File: src/rtl/pipe_stage_reg_if.sv
// Bus bundle for pipe_stage_reg: stage control, upstream slot fields and registered outputs.
// master drives the upstream side; slave is the register stage itself.
interface pipe_stage_reg_if #(
  parameter int INSTR_W = 32,
  parameter int PC_W    = 32,
  parameter int DATA_W  = 96,
  parameter int WA_W    = 5,
  parameter int TNEW_W  = 2
) ();
  logic               en;
  logic               flush;
  logic               in_valid;
  logic [INSTR_W-1:0] in_instr;
  logic [PC_W-1:0]    in_pc;
  logic [DATA_W-1:0]  in_data;
  logic [WA_W-1:0]    in_wa;
  logic [TNEW_W-1:0]  in_tnew;
  logic               out_valid;
  logic [INSTR_W-1:0] out_instr;
  logic [PC_W-1:0]    out_pc;
  logic [DATA_W-1:0]  out_data;
  logic [WA_W-1:0]    out_wa;
  logic [TNEW_W-1:0]  out_tnew;
  logic               out_fwd_ready;

  modport master (
    output en, flush, in_valid, in_instr, in_pc, in_data, in_wa, in_tnew,
    input  out_valid, out_instr, out_pc, out_data, out_wa, out_tnew, out_fwd_ready
  );

  modport slave (
    input  en, flush, in_valid, in_instr, in_pc, in_data, in_wa, in_tnew,
    output out_valid, out_instr, out_pc, out_data, out_wa, out_tnew, out_fwd_ready
  );
endinterface

File: src/rtl/pipe_stage_reg.sv
// Generic MIPS inter-stage register with hold, flush bubble, saturating Tnew countdown and fwd-ready flag.
// Optional macro PIPE_STAT_EN adds free-running bubble/hold event counters.
module pipe_stage_reg #(
  parameter int              INSTR_W       = 32,
  parameter int              PC_W          = 32,
  parameter int              DATA_W        = 96,
  parameter int              WA_W          = 5,
  parameter int              TNEW_W        = 2,
  parameter logic [PC_W-1:0] PC_RESET      = 32'h0000_3000,
  parameter bit              FLUSH_KEEP_PC = 1'b1
) (
  input  logic               clk,
  input  logic               reset,
  pipe_stage_reg_if.slave    bus
`ifdef PIPE_STAT_EN
  ,
  output logic [31:0]        stat_bubble_cnt,
  output logic [31:0]        stat_hold_cnt
`endif
);

  function automatic logic [TNEW_W-1:0] tnew_dec(input logic [TNEW_W-1:0] t);
    return (t == '0) ? '0 : t - TNEW_W'(1);
  endfunction

  logic               valid_p1;
  logic [INSTR_W-1:0] instr_p1;
  logic [PC_W-1:0]    pc_p1;
  logic [DATA_W-1:0]  data_p1;
  logic [WA_W-1:0]    wa_p1;
  logic [TNEW_W-1:0]  tnew_p1;

  // ---- p0 -> p1 : reset > flush > hold > load
  always_ff @(posedge clk) begin
    if (reset) begin
      valid_p1 <= 1'b0;
      instr_p1 <= '0;
      pc_p1    <= PC_RESET;
      data_p1  <= '0;
      wa_p1    <= '0;
      tnew_p1  <= '0;
    end else if (bus.flush) begin
      valid_p1 <= 1'b0;
      instr_p1 <= '0;
      pc_p1    <= FLUSH_KEEP_PC ? bus.in_pc : PC_RESET;
      data_p1  <= '0;
      wa_p1    <= '0;
      tnew_p1  <= '0;
    end else if (bus.en) begin
      valid_p1 <= bus.in_valid;
      instr_p1 <= bus.in_instr;
      pc_p1    <= bus.in_pc;
      data_p1  <= bus.in_data;
      // An empty slot must never advertise a forwardable result.
      wa_p1    <= bus.in_valid ? bus.in_wa : '0;
      tnew_p1  <= bus.in_valid ? tnew_dec(bus.in_tnew) : '0;
    end
  end

  assign bus.out_valid     = valid_p1;
  assign bus.out_instr     = instr_p1;
  assign bus.out_pc        = pc_p1;
  assign bus.out_data      = data_p1;
  assign bus.out_wa        = wa_p1;
  assign bus.out_tnew      = tnew_p1;
  assign bus.out_fwd_ready = valid_p1 & (tnew_p1 == '0) & (wa_p1 != '0);

`ifdef PIPE_STAT_EN
  always_ff @(posedge clk) begin
    if (reset) begin
      stat_bubble_cnt <= '0;
      stat_hold_cnt   <= '0;
    end else if (bus.flush) begin
      stat_bubble_cnt <= stat_bubble_cnt + 32'd1;
    end else if (!bus.en) begin
      stat_hold_cnt   <= stat_hold_cnt + 32'd1;
    end
  end
`endif

endmodule

File: src/flat_wrapper.sv
// flat-port wrapper written by rule: the top's interface ports become plain ports
module pipe_stage_reg_flat 
#(
  parameter int              INSTR_W       = 32,
  parameter int              PC_W          = 32,
  parameter int              DATA_W        = 96,
  parameter int              WA_W          = 5,
  parameter int              TNEW_W        = 2,
  parameter logic [PC_W-1:0] PC_RESET      = 32'h0000_3000,
  parameter bit              FLUSH_KEEP_PC = 1'b1
)
  (clk, reset, bus_en, bus_flush, bus_in_valid, bus_in_instr, bus_in_pc, bus_in_data, bus_in_wa, bus_in_tnew, bus_out_valid, bus_out_instr, bus_out_pc, bus_out_data, bus_out_wa, bus_out_tnew, bus_out_fwd_ready);
  pipe_stage_reg_if #(.INSTR_W(INSTR_W), .PC_W(PC_W), .DATA_W(DATA_W), .WA_W(WA_W), .TNEW_W(TNEW_W)) bus_i ();
  input  logic clk;
  input  logic reset;
  input wire logic [$bits(bus_i.en)-1:0] bus_en;
  input wire logic [$bits(bus_i.flush)-1:0] bus_flush;
  input wire logic [$bits(bus_i.in_valid)-1:0] bus_in_valid;
  input wire logic [$bits(bus_i.in_instr)-1:0] bus_in_instr;
  input wire logic [$bits(bus_i.in_pc)-1:0] bus_in_pc;
  input wire logic [$bits(bus_i.in_data)-1:0] bus_in_data;
  input wire logic [$bits(bus_i.in_wa)-1:0] bus_in_wa;
  input wire logic [$bits(bus_i.in_tnew)-1:0] bus_in_tnew;
  output wire logic [$bits(bus_i.out_valid)-1:0] bus_out_valid;
  output wire logic [$bits(bus_i.out_instr)-1:0] bus_out_instr;
  output wire logic [$bits(bus_i.out_pc)-1:0] bus_out_pc;
  output wire logic [$bits(bus_i.out_data)-1:0] bus_out_data;
  output wire logic [$bits(bus_i.out_wa)-1:0] bus_out_wa;
  output wire logic [$bits(bus_i.out_tnew)-1:0] bus_out_tnew;
  output wire logic [$bits(bus_i.out_fwd_ready)-1:0] bus_out_fwd_ready;
  assign bus_i.en = bus_en;
  assign bus_i.flush = bus_flush;
  assign bus_i.in_valid = bus_in_valid;
  assign bus_i.in_instr = bus_in_instr;
  assign bus_i.in_pc = bus_in_pc;
  assign bus_i.in_data = bus_in_data;
  assign bus_i.in_wa = bus_in_wa;
  assign bus_i.in_tnew = bus_in_tnew;
  assign bus_out_valid = bus_i.out_valid;
  assign bus_out_instr = bus_i.out_instr;
  assign bus_out_pc = bus_i.out_pc;
  assign bus_out_data = bus_i.out_data;
  assign bus_out_wa = bus_i.out_wa;
  assign bus_out_tnew = bus_i.out_tnew;
  assign bus_out_fwd_ready = bus_i.out_fwd_ready;
  pipe_stage_reg #(.INSTR_W(INSTR_W), .PC_W(PC_W), .DATA_W(DATA_W), .WA_W(WA_W), .TNEW_W(TNEW_W), .PC_RESET(PC_RESET), .FLUSH_KEEP_PC(FLUSH_KEEP_PC)) u_core (.clk(clk), .reset(reset), .bus(bus_i));
endmodule
File: config.mk
export PLATFORM = sky130hd
export DESIGN_NAME = pipe_stage_reg_flat
export DESIGN_NICKNAME = d
export VERILOG_FILES = /design/src/rtl/pipe_stage_reg_if.sv /design/src/rtl/pipe_stage_reg.sv /design/src/flat_wrapper.sv
export SDC_FILE = /design/constraint.sdc
export NUM_CORES = 1
export LEC_CHECK = 0
export ABC_AREA = 1
export BUFFER_PORTS_ARGS = -buffer_cell sky130_fd_sc_hd__buf_2
export CORE_AREA = 2 2 134 136
export CTS_BUF_LIST = sky130_fd_sc_hd__clkbuf_4 sky130_fd_sc_hd__clkbuf_8
export DETAILED_ROUTE_END_ITERATION = 10
export DIE_AREA = 0 0 136 138
export SKIP_CTS_REPAIR_TIMING = 1
export SYNTH_ARGS = -nofsm -noshare
export SYNTH_HDL_FRONTEND = slang
export SYNTH_SLANG_ARGS = --single-unit
File: constraint.sdc
create_clock -name clk -period 1.6 [get_ports clk]
set_input_delay 0.24 -clock clk [delete_from_list [all_inputs] [get_ports clk]]
set_output_delay 0.24 -clock clk [all_outputs]
set_load 0.005 [all_outputs]
==> results of run 1 <==
==> cell type report <==
| class | count | area share |
|---|---|---|
| clock buffers | 19 | 0.0314 |
| clock inverters | 12 | 0.0146 |
| inverters | 8 | 0.00400 |
| multi-input cells | 515 | 0.266 |
| flip-flops and latches | 168 | 0.414 |
| well taps | 229 | 0.0352 |
| repair buffers | 358 | 0.235 |
==> flip-flops by register name, indices dropped and copies added, names as in the netlist <==
register and flops:
u_core.bus.out_data 96, u_core.bus.out_instr 32, u_core.bus.out_pc 32, u_core.bus.out_tnew 2
u_core.bus.out_valid 1, u_core.bus.out_wa 5
==> final timing paths <==
path	from	end	slack, ns
max	u_core.bus.out_tnew[1]$_SDFFE_PP0P_	bus_out_fwd_ready	0.15
max reg2reg	u_core.bus.out_tnew[1]$_SDFFE_PP0P_	u_core.bus.out_tnew[1]$_SDFFE_PP0P_	0.92
min	bus_in_pc[30]	u_core.bus.out_pc[30]$_SDFFE_PP0P_	0.03
min reg2reg	u_core.bus.out_data[21]$_SDFFE_PP0P_	u_core.bus.out_data[21]$_SDFFE_PP0P_	0.46
==> cells by family after synthesis <==
kind of cell / synth area share
compound gates: 0.141
flops: 0.573
buf+inv: 0.0597
simple gates: 0.227
==> worst min-delay path: stages <==
cell,delay [ns]
buf_2,0.08
o21ai_1,0.06
nor2_1,0.07
==> cells in the final DEF, fill, tap and decap left out, types with 2 or more instances in the layout <==
cell type,n
dfxtp_1,168
buf_2,339
nor2_1,67
clkinvlp_4,6
nand3_1,2
inv_2,3
clkbuf_8,18
buf_12,5
buf_4,10
inv_6,4
a21oi_1,135
o21ai_1,5
inv_1,4
o21ai_0,25
dlygate4sd3_1,4
nand2_1,277
==> stage by stage <==
stage	hold slack, ns	cells
6_report	0.0257	1309
5_1_grt	0.000810	1309
4_1_cts	-0.0421	1305
3_5_place_dp	0.450	1274
3_3_place_gp	0.442	1274
2_1_floorplan	0.353	743
==> metal layers <==
metal | routed length, µm | vias to the layer above | GRT usage
met5 | 0 | - | 0
met4 | 380 | 0 | 0.0636
met1 | 7580 | 2576 | 0.216
li1 | - | 3015 | -
met3 | 1530 | 23 | 0.0601
met2 | 8050 | 225 | 0.290
==> report_power, final <==
part | leakage, µW | internal (µW) | total, µW | switching [µW]
clock network | 0.000171 | 1300 | 2900 | 1600
logic | 0.00245 | 410 | 884 | 474
registers | 0.00137 | 4340 | 4420 | 75.3
==> run_summary.xml, run 1 <==
<?xml version="1.0" encoding="UTF-8"?>
<metrics>
  <group name="timing">
    <metric name="maxClockFrequency" unit="GHz">0.692</metric>
    <metric name="timing.final.crit_share" unit="">0.904</metric>
    <metric name="clock_skew" unit="ns">0</metric>
    <metric name="hold_violations" unit="">0</metric>
    <metric name="slew_headroom" unit="">0.627</metric>
    <metric name="setup-violations-final" unit="">0</metric>
    <metric name="slew_viol_final" unit="">0</metric>
    <metric name="post-route-min-period" unit="ns">1.45</metric>
    <metric name="grt_setup_unrepaired" unit="">false</metric>
    <metric name="timing.setup.tns" unit="ns">0</metric>
    <metric name="timing_worst_slew_pin_value" unit="ns">0.559</metric>
    <metric name="finalWorstSetupSlack" unit="ns">0.154</metric>
  </group>
  <group name="synthesis">
    <metric name="synth_fp_nets" unit="">915</metric>
    <metric name="postSynth.topFlopCell" unit="">dfxtp_1</metric>
    <metric name="netlist-cell-type-count" unit="">17</metric>
    <metric name="postSynthRegisterBits" unit="">168</metric>
    <metric name="synthesis.yosys.warnings" unit="">0</metric>
    <metric name="syn_area" unit="µm²">5870</metric>
    <metric name="synth_enable_flop_cells" unit="">0</metric>
    <metric name="postSynth.asyncResetShare" unit="">0</metric>
    <metric name="synth.top_cell.area_share" unit="">0.573</metric>
    <metric name="synth-seq-area-share" unit="">0.573</metric>
    <metric name="synth_top_cell_by_area" unit="">dfxtp_1</metric>
    <metric name="yosys-top-cells-count" unit="">277 x nand2_1, 168 x dfxtp_1, 135 x a21oi_1, 68 x nor2_1, 29 x buf_2</metric>
    <metric name="cells_after_synth" unit="">743</metric>
    <metric name="synth_area_per_cell" unit="µm²">7.90</metric>
    <metric name="count_leader_synth" unit="">nand2_1</metric>
    <metric name="post_synth_main_area_contributors" unit="">dfxtp_1 57%, nand2_1 18%, a21oi_1 12%</metric>
  </group>
  <group name="detailed_routing">
    <metric name="drt_iter0_drc" unit="">286</metric>
    <metric name="routed_wl" unit="mm">17.5</metric>
    <metric name="route.detailed.wl_per_inst" unit="µm">13.4</metric>
    <metric name="route.vias.total" unit="">5839</metric>
    <metric name="post_drt_via_cell_ratio" unit="">4.46</metric>
    <metric name="postRouteAntennaNets" unit="">0</metric>
    <metric name="drtPass1Iterations" unit="">4</metric>
    <metric name="drc" unit="">0</metric>
  </group>
  <group name="setup_path">
    <metric name="crit_cells" unit="">6</metric>
    <metric name="critical_path.startpoint_type" unit="">flop</metric>
    <metric name="critical_path_arrival" unit="ns">1.21</metric>
    <metric name="critical_path.max_fanout" unit="">2</metric>
    <metric name="slowest_stage" unit="">dfxtp_1</metric>
    <metric name="path_buf_inv" unit="">3</metric>
    <metric name="critPathRequiredTime" unit="ns">1.36</metric>
    <metric name="crit_path_end_kind" unit="">output pin</metric>
    <metric name="cpLargestDelayFamily" unit="">flip-flops</metric>
    <metric name="worstRegToRegCells" unit="">4</metric>
    <metric name="timing.setup.critical_path_class" unit="">flop to output pin</metric>
    <metric name="cpPeakStageDelay" unit="ns">0.31</metric>
    <metric name="timing.critical_path.cells" unit="">inv_1, nand2_1, nor2_2, nand2_1, inv_1, buf_2</metric>
  </group>
  <group name="floorplan">
    <metric name="core_area" unit="µm²">17500</metric>
    <metric name="rows" unit="">49</metric>
    <metric name="start_util" unit="">0.335</metric>
    <metric name="area_of_the_die" unit="µm²">18800</metric>
    <metric name="die_width" unit="µm">136</metric>
    <metric name="ios" unit="">341</metric>
    <metric name="floorplan.die.height" unit="µm">138</metric>
  </group>
  <group name="clock_tree">
    <metric name="worst_setup_hold_path_clk_slew" unit="ns">0.10</metric>
    <metric name="tritoncts" unit="">yes</metric>
    <metric name="htree_levels" unit="">4</metric>
    <metric name="numCtsBuffers" unit="">17</metric>
    <metric name="worst_skew_pair.late_latency" unit="ns">0.44</metric>
    <metric name="cts_num_sinks" unit="">168</metric>
    <metric name="cts_root_buffer" unit="">clkbuf_8</metric>
    <metric name="clock_tree.buffer_depth" unit="">2</metric>
  </group>
  <group name="layout">
    <metric name="layout_area_growth_over_synthesis" unit="%">38.5</metric>
    <metric name="fin_area" unit="µm²">8130</metric>
    <metric name="area_occupied_by_registers" unit="µm²">3360</metric>
    <metric name="number_of_antenna_cells_inserted" unit="">0</metric>
    <metric name="total_nets_final" unit="">1240</metric>
    <metric name="postLayoutCoreUtil" unit="">0.464</metric>
    <metric name="post_route_cells_drive_above_1_share" unit="">0.363</metric>
    <metric name="fill_cells" unit="">1840</metric>
    <metric name="multi_input_comb_area" unit="µm²">2160</metric>
  </group>
  <group name="grt">
    <metric name="initial_antenna_violation_count" unit="">0</metric>
    <metric name="grt_max_degree" unit="">76</metric>
    <metric name="grt.overflow.total" unit="">0</metric>
    <metric name="grt_pass1_vias" unit="">5263</metric>
    <metric name="grt_pass1_wl" unit="mm">26.9</metric>
    <metric name="gr-usage-all-layers" unit="">0.177</metric>
  </group>
  <group name="placement">
    <metric name="post-place-ws" unit="ns">0.383</metric>
    <metric name="post_dp_hpwl" unit="mm">12.5</metric>
    <metric name="final_weighted_congestion_in_routability_driven_placement" unit="">0.778</metric>
    <metric name="detailed_place.area" unit="µm²">7710</metric>
    <metric name="port_buffers" unit="">340</metric>
  </group>
  <group name="power">
    <metric name="powerDensity" unit="nW/µm²">1010</metric>
    <metric name="ir_drop" unit="V">0.000577</metric>
    <metric name="fin_total_pwr" unit="µW">8210</metric>
    <metric name="cellLeakagePower" unit="µW">0.00399</metric>
  </group>
  <group name="run_status">
    <metric name="status" unit="">finished clean</metric>
  </group>
  <group name="run">
    <metric name="max-cap-violations" unit="">0</metric>
  </group>
  <group name="hold_path">
    <metric name="timing.hold.worst.class" unit="">primary input to flop</metric>
    <metric name="holdPathStages" unit="">3</metric>
  </group>
</metrics>
Note: power is estimated with default switching activity, not from simulation.
==> inputs of run 2 (changes only) <==
--- a/config.mk
+++ b/config.mk
@@ -11,7 +11,9 @@
 export CTS_BUF_LIST = sky130_fd_sc_hd__clkbuf_4 sky130_fd_sc_hd__clkbuf_8
 export DETAILED_ROUTE_END_ITERATION = 10
 export DIE_AREA = 0 0 136 138
+export PLACE_DENSITY = 0.67
 export SKIP_CTS_REPAIR_TIMING = 1
 export SYNTH_ARGS = -nofsm -noshare
 export SYNTH_HDL_FRONTEND = slang
 export SYNTH_SLANG_ARGS = --single-unit
+export TNS_END_PERCENT = 1
==> constraint.sdc (replaced) <==
create_clock -name clk -period 1.2 [get_ports clk]
set_input_delay 0.18 -clock clk [delete_from_list [all_inputs] [get_ports clk]]
set_output_delay 0.18 -clock clk [all_outputs]
set_load 0.005 [all_outputs]
==> run 2 against run 1 <==
  * Die area unchanged
  * Count of clock-buffer cells in the layout down 1
  * Routed wire length rose by 16%
  * The run now ends with hold timing, setup timing left
==> run_summary.xml, run 2 (synthesis results as in run 1) <==
<?xml version="1.0" encoding="UTF-8"?>
<metrics>
  <group name="detailed_routing">
    <metric name="route.vias.total" unit="">6632</metric>
    <metric name="routed-wl-met2" unit="mm">10.2</metric>
    <metric name="met3_length" unit="mm">1.66</metric>
    <metric name="drc" unit="">0</metric>
    <metric name="postRouteAntennaNets" unit="">0</metric>
    <metric name="drtPass1Iterations" unit="">5</metric>
    <metric name="top_layer" unit="">met4</metric>
    <metric name="routed_wl" unit="mm">20.4</metric>
    <metric name="post_drt_via_cell_ratio" unit="">4.55</metric>
    <metric name="drt_iter0_drc" unit="">266</metric>
    <metric name="routedLengthMet1" unit="mm">8.12</metric>
    <metric name="route.detailed.wl_per_inst" unit="µm">14.0</metric>
  </group>
  <group name="clock_tree">
    <metric name="numCtsBuffers" unit="">17</metric>
    <metric name="cts_root_buffer" unit="">clkbuf_8</metric>
    <metric name="worst_skew_pair.late_latency" unit="ns">0.44</metric>
    <metric name="tritoncts" unit="">yes</metric>
    <metric name="clock_tree.buffer_depth" unit="">2</metric>
    <metric name="htree_levels" unit="">4</metric>
    <metric name="worst_setup_hold_path_clk_slew" unit="ns">0.09</metric>
    <metric name="cts_num_sinks" unit="">168</metric>
  </group>
  <group name="timing">
    <metric name="timing.final.crit_share" unit="">1.17</metric>
    <metric name="fin_worst_hold_slack" unit="ns">-0.0145</metric>
    <metric name="slew_headroom" unit="">0.642</metric>
    <metric name="finalWorstSetupSlack" unit="ns">-0.200</metric>
    <metric name="timing_worst_slew_pin_value" unit="ns">0.536</metric>
    <metric name="post-route-min-period" unit="ns">1.40</metric>
    <metric name="grt_setup_unrepaired" unit="">true</metric>
    <metric name="slew_viol_final" unit="">0</metric>
    <metric name="maxClockFrequency" unit="GHz">0.714</metric>
    <metric name="setup-violations-final" unit="">1</metric>
    <metric name="hold_violations" unit="">4</metric>
    <metric name="clock_skew" unit="ns">0</metric>
    <metric name="timing.setup.tns" unit="ns">-0.200</metric>
  </group>
  <group name="hold_path">
    <metric name="holdPathEnd" unit="">u_core.bus.out_pc[23]$_SDFFE_PP0P_</metric>
    <metric name="timing.hold.worst.class" unit="">primary input to flop</metric>
    <metric name="holdCritStartpoint" unit="">bus_in_pc[23]</metric>
    <metric name="holdPathStages" unit="">3</metric>
  </group>
  <group name="grt">
    <metric name="grt_pass1_vias" unit="">5425</metric>
    <metric name="initial_antenna_violation_count" unit="">1</metric>
    <metric name="grt_pass1_wl" unit="mm">27.1</metric>
    <metric name="grt_max_degree" unit="">52</metric>
    <metric name="grt.overflow.total" unit="">0</metric>
    <metric name="gr-usage-all-layers" unit="">0.179</metric>
  </group>
  <group name="placement">
    <metric name="post_dp_hpwl" unit="mm">12.7</metric>
    <metric name="final_weighted_congestion_in_routability_driven_placement" unit="">0.782</metric>
    <metric name="detailed_place.area" unit="µm²">7770</metric>
    <metric name="port_buffers" unit="">340</metric>
  </group>
  <group name="layout">
    <metric name="fill_cells" unit="">1564</metric>
    <metric name="total_nets_final" unit="">1386</metric>
    <metric name="final_cell_mix" unit="">338 x buf_2, 276 x nand2_1, 162 x dfxtp_1</metric>
    <metric name="post_route_cells_drive_above_1_share" unit="">0.331</metric>
    <metric name="largest_register_ffs" unit="">96</metric>
    <metric name="fin_area" unit="µm²">9640</metric>
    <metric name="multi_input_comb_area" unit="µm²">2170</metric>
    <metric name="layout.cells.most_common" unit="">buf_2</metric>
    <metric name="layout_area_growth_over_synthesis" unit="%">64.2</metric>
    <metric name="area_occupied_by_registers" unit="µm²">3370</metric>
  </group>
  <group name="setup_path">
    <metric name="reg_to_reg_slack_setup" unit="ns">0.44</metric>
    <metric name="critical_path_arrival" unit="ns">1.22</metric>
    <metric name="timing.critical_path.cells" unit="">nor2_2, nand3b_1, nand2_1, inv_1, buf_2</metric>
    <metric name="slowest_stage" unit="">dfxtp_2</metric>
    <metric name="critPathRequiredTime" unit="ns">1.02</metric>
    <metric name="critical_path.reg2reg.startpoint" unit="">u_core.bus.out_tnew[1]$_SDFFE_PP0P_</metric>
    <metric name="crit_path_end_kind" unit="">output pin</metric>
    <metric name="path_buf_inv" unit="">2</metric>
    <metric name="cpPeakStageDelay" unit="ns">0.34</metric>
    <metric name="critical_path.max_fanout" unit="">3</metric>
    <metric name="critical_path.startpoint_type" unit="">flop</metric>
    <metric name="cpLargestDelayFamily" unit="">flip-flops</metric>
    <metric name="crit-reg2reg-capture" unit="">u_core.bus.out_tnew[1]$_SDFFE_PP0P_</metric>
    <metric name="timing.setup.critical_path_class" unit="">flop to output pin</metric>
    <metric name="worstRegToRegCells" unit="">5</metric>
  </group>
  <group name="floorplan">
    <metric name="area_of_the_die" unit="µm²">18800</metric>
    <metric name="floorplan.die.height" unit="µm">138</metric>
    <metric name="rows" unit="">49</metric>
    <metric name="die_width" unit="µm">136</metric>
    <metric name="ios" unit="">341</metric>
    <metric name="core_area" unit="µm²">17500</metric>
    <metric name="start_util" unit="">0.335</metric>
  </group>
  <group name="run_status">
    <metric name="status" unit="">finished, violations left</metric>
    <metric name="failed_checks" unit="">hold timing, setup timing</metric>
  </group>
  <group name="run">
    <metric name="max-cap-violations" unit="">0</metric>
  </group>
  <group name="power">
    <metric name="ir_drop" unit="V">0.000679</metric>
    <metric name="powerDensity" unit="nW/µm²">1180</metric>
    <metric name="cellLeakagePower" unit="µW">0.00464</metric>
  </group>
</metrics>
[run 2: cell count changes in the layout (fill, tap and decap cells not counted), moves of 2 or more]
cell,previous run,this run
clkinv_2,0,3
dlygate4sd3_1,4,145
dfxtp_2,0,6
dfxtp_1,168,162
clkinv_4,1,3
clkinvlp_4,6,2
buf_12,5,8
buf_6,0,2
[run 2: worst max-delay path by stage]
stage                                         endpoint                                start  depth (start not counted)  slack, ns
detailed placement  u_core.bus.out_pc[15]$_SDFFE_PP0P_                               bus_en                          5       0.05
floorplan           u_core.bus.out_pc[23]$_SDFFE_PP0P_                               bus_en                          6       0.32
CTS                                  bus_out_fwd_ready    u_core.bus.out_valid$_SDFFE_PP0P_                          5      -0.26
global route                         bus_out_fwd_ready  u_core.bus.out_tnew[1]$_SDFFE_PP0P_                          6      -0.29
finish                               bus_out_fwd_ready    u_core.bus.out_wa[0]$_SDFFE_PP0P_                          5      -0.20
global placement    u_core.bus.out_pc[31]$_SDFFE_PP0P_                               bus_en                          5       0.10
[run 2: per-layer routing]
metal,vias up,global-route usage
met5,-,0
met4,0,0.0548
met1,3021,0.213
met3,33,0.0664
met2,274,0.298
li1,3304,-
[run 2: metrics by stage]
step	util	setup slack [ns]	total power [µW]	instances
global placement	0.443	0.103	7220	1277
global route	0.550	-0.292	11900	1456
floorplan	-	0.319	6580	743
finish	0.550	-0.200	11400	1456
CTS	0.464	-0.261	11100	1308
detailed placement	0.443	0.0515	7230	1277
[run 2: report_power, final]
group	total [µW]	switching [µW]	internal [µW]
Combinational	1610	744	871
Sequential	5900	108	5790
Clock	3850	2140	1710
[run 2: worst register-to-register path: cells and delay by family, from the launching register on]
family	cells	cell delay, ns
buffers and inverters	2	0.16
flip-flops	1	0.33
AND/OR/NAND/NOR	3	0.17
[run 2: layout make-up]
class | count | area share
Antenna cell | 1 | 0.000260
Sequential cell | 168 | 0.350
Multi-Input combinational cell | 515 | 0.225
Inverter | 8 | 0.00338
Clock buffer | 18 | 0.0257
Timing Repair Buffer | 504 | 0.354
Clock inverter | 13 | 0.0126
Tap cell | 229 | 0.0297
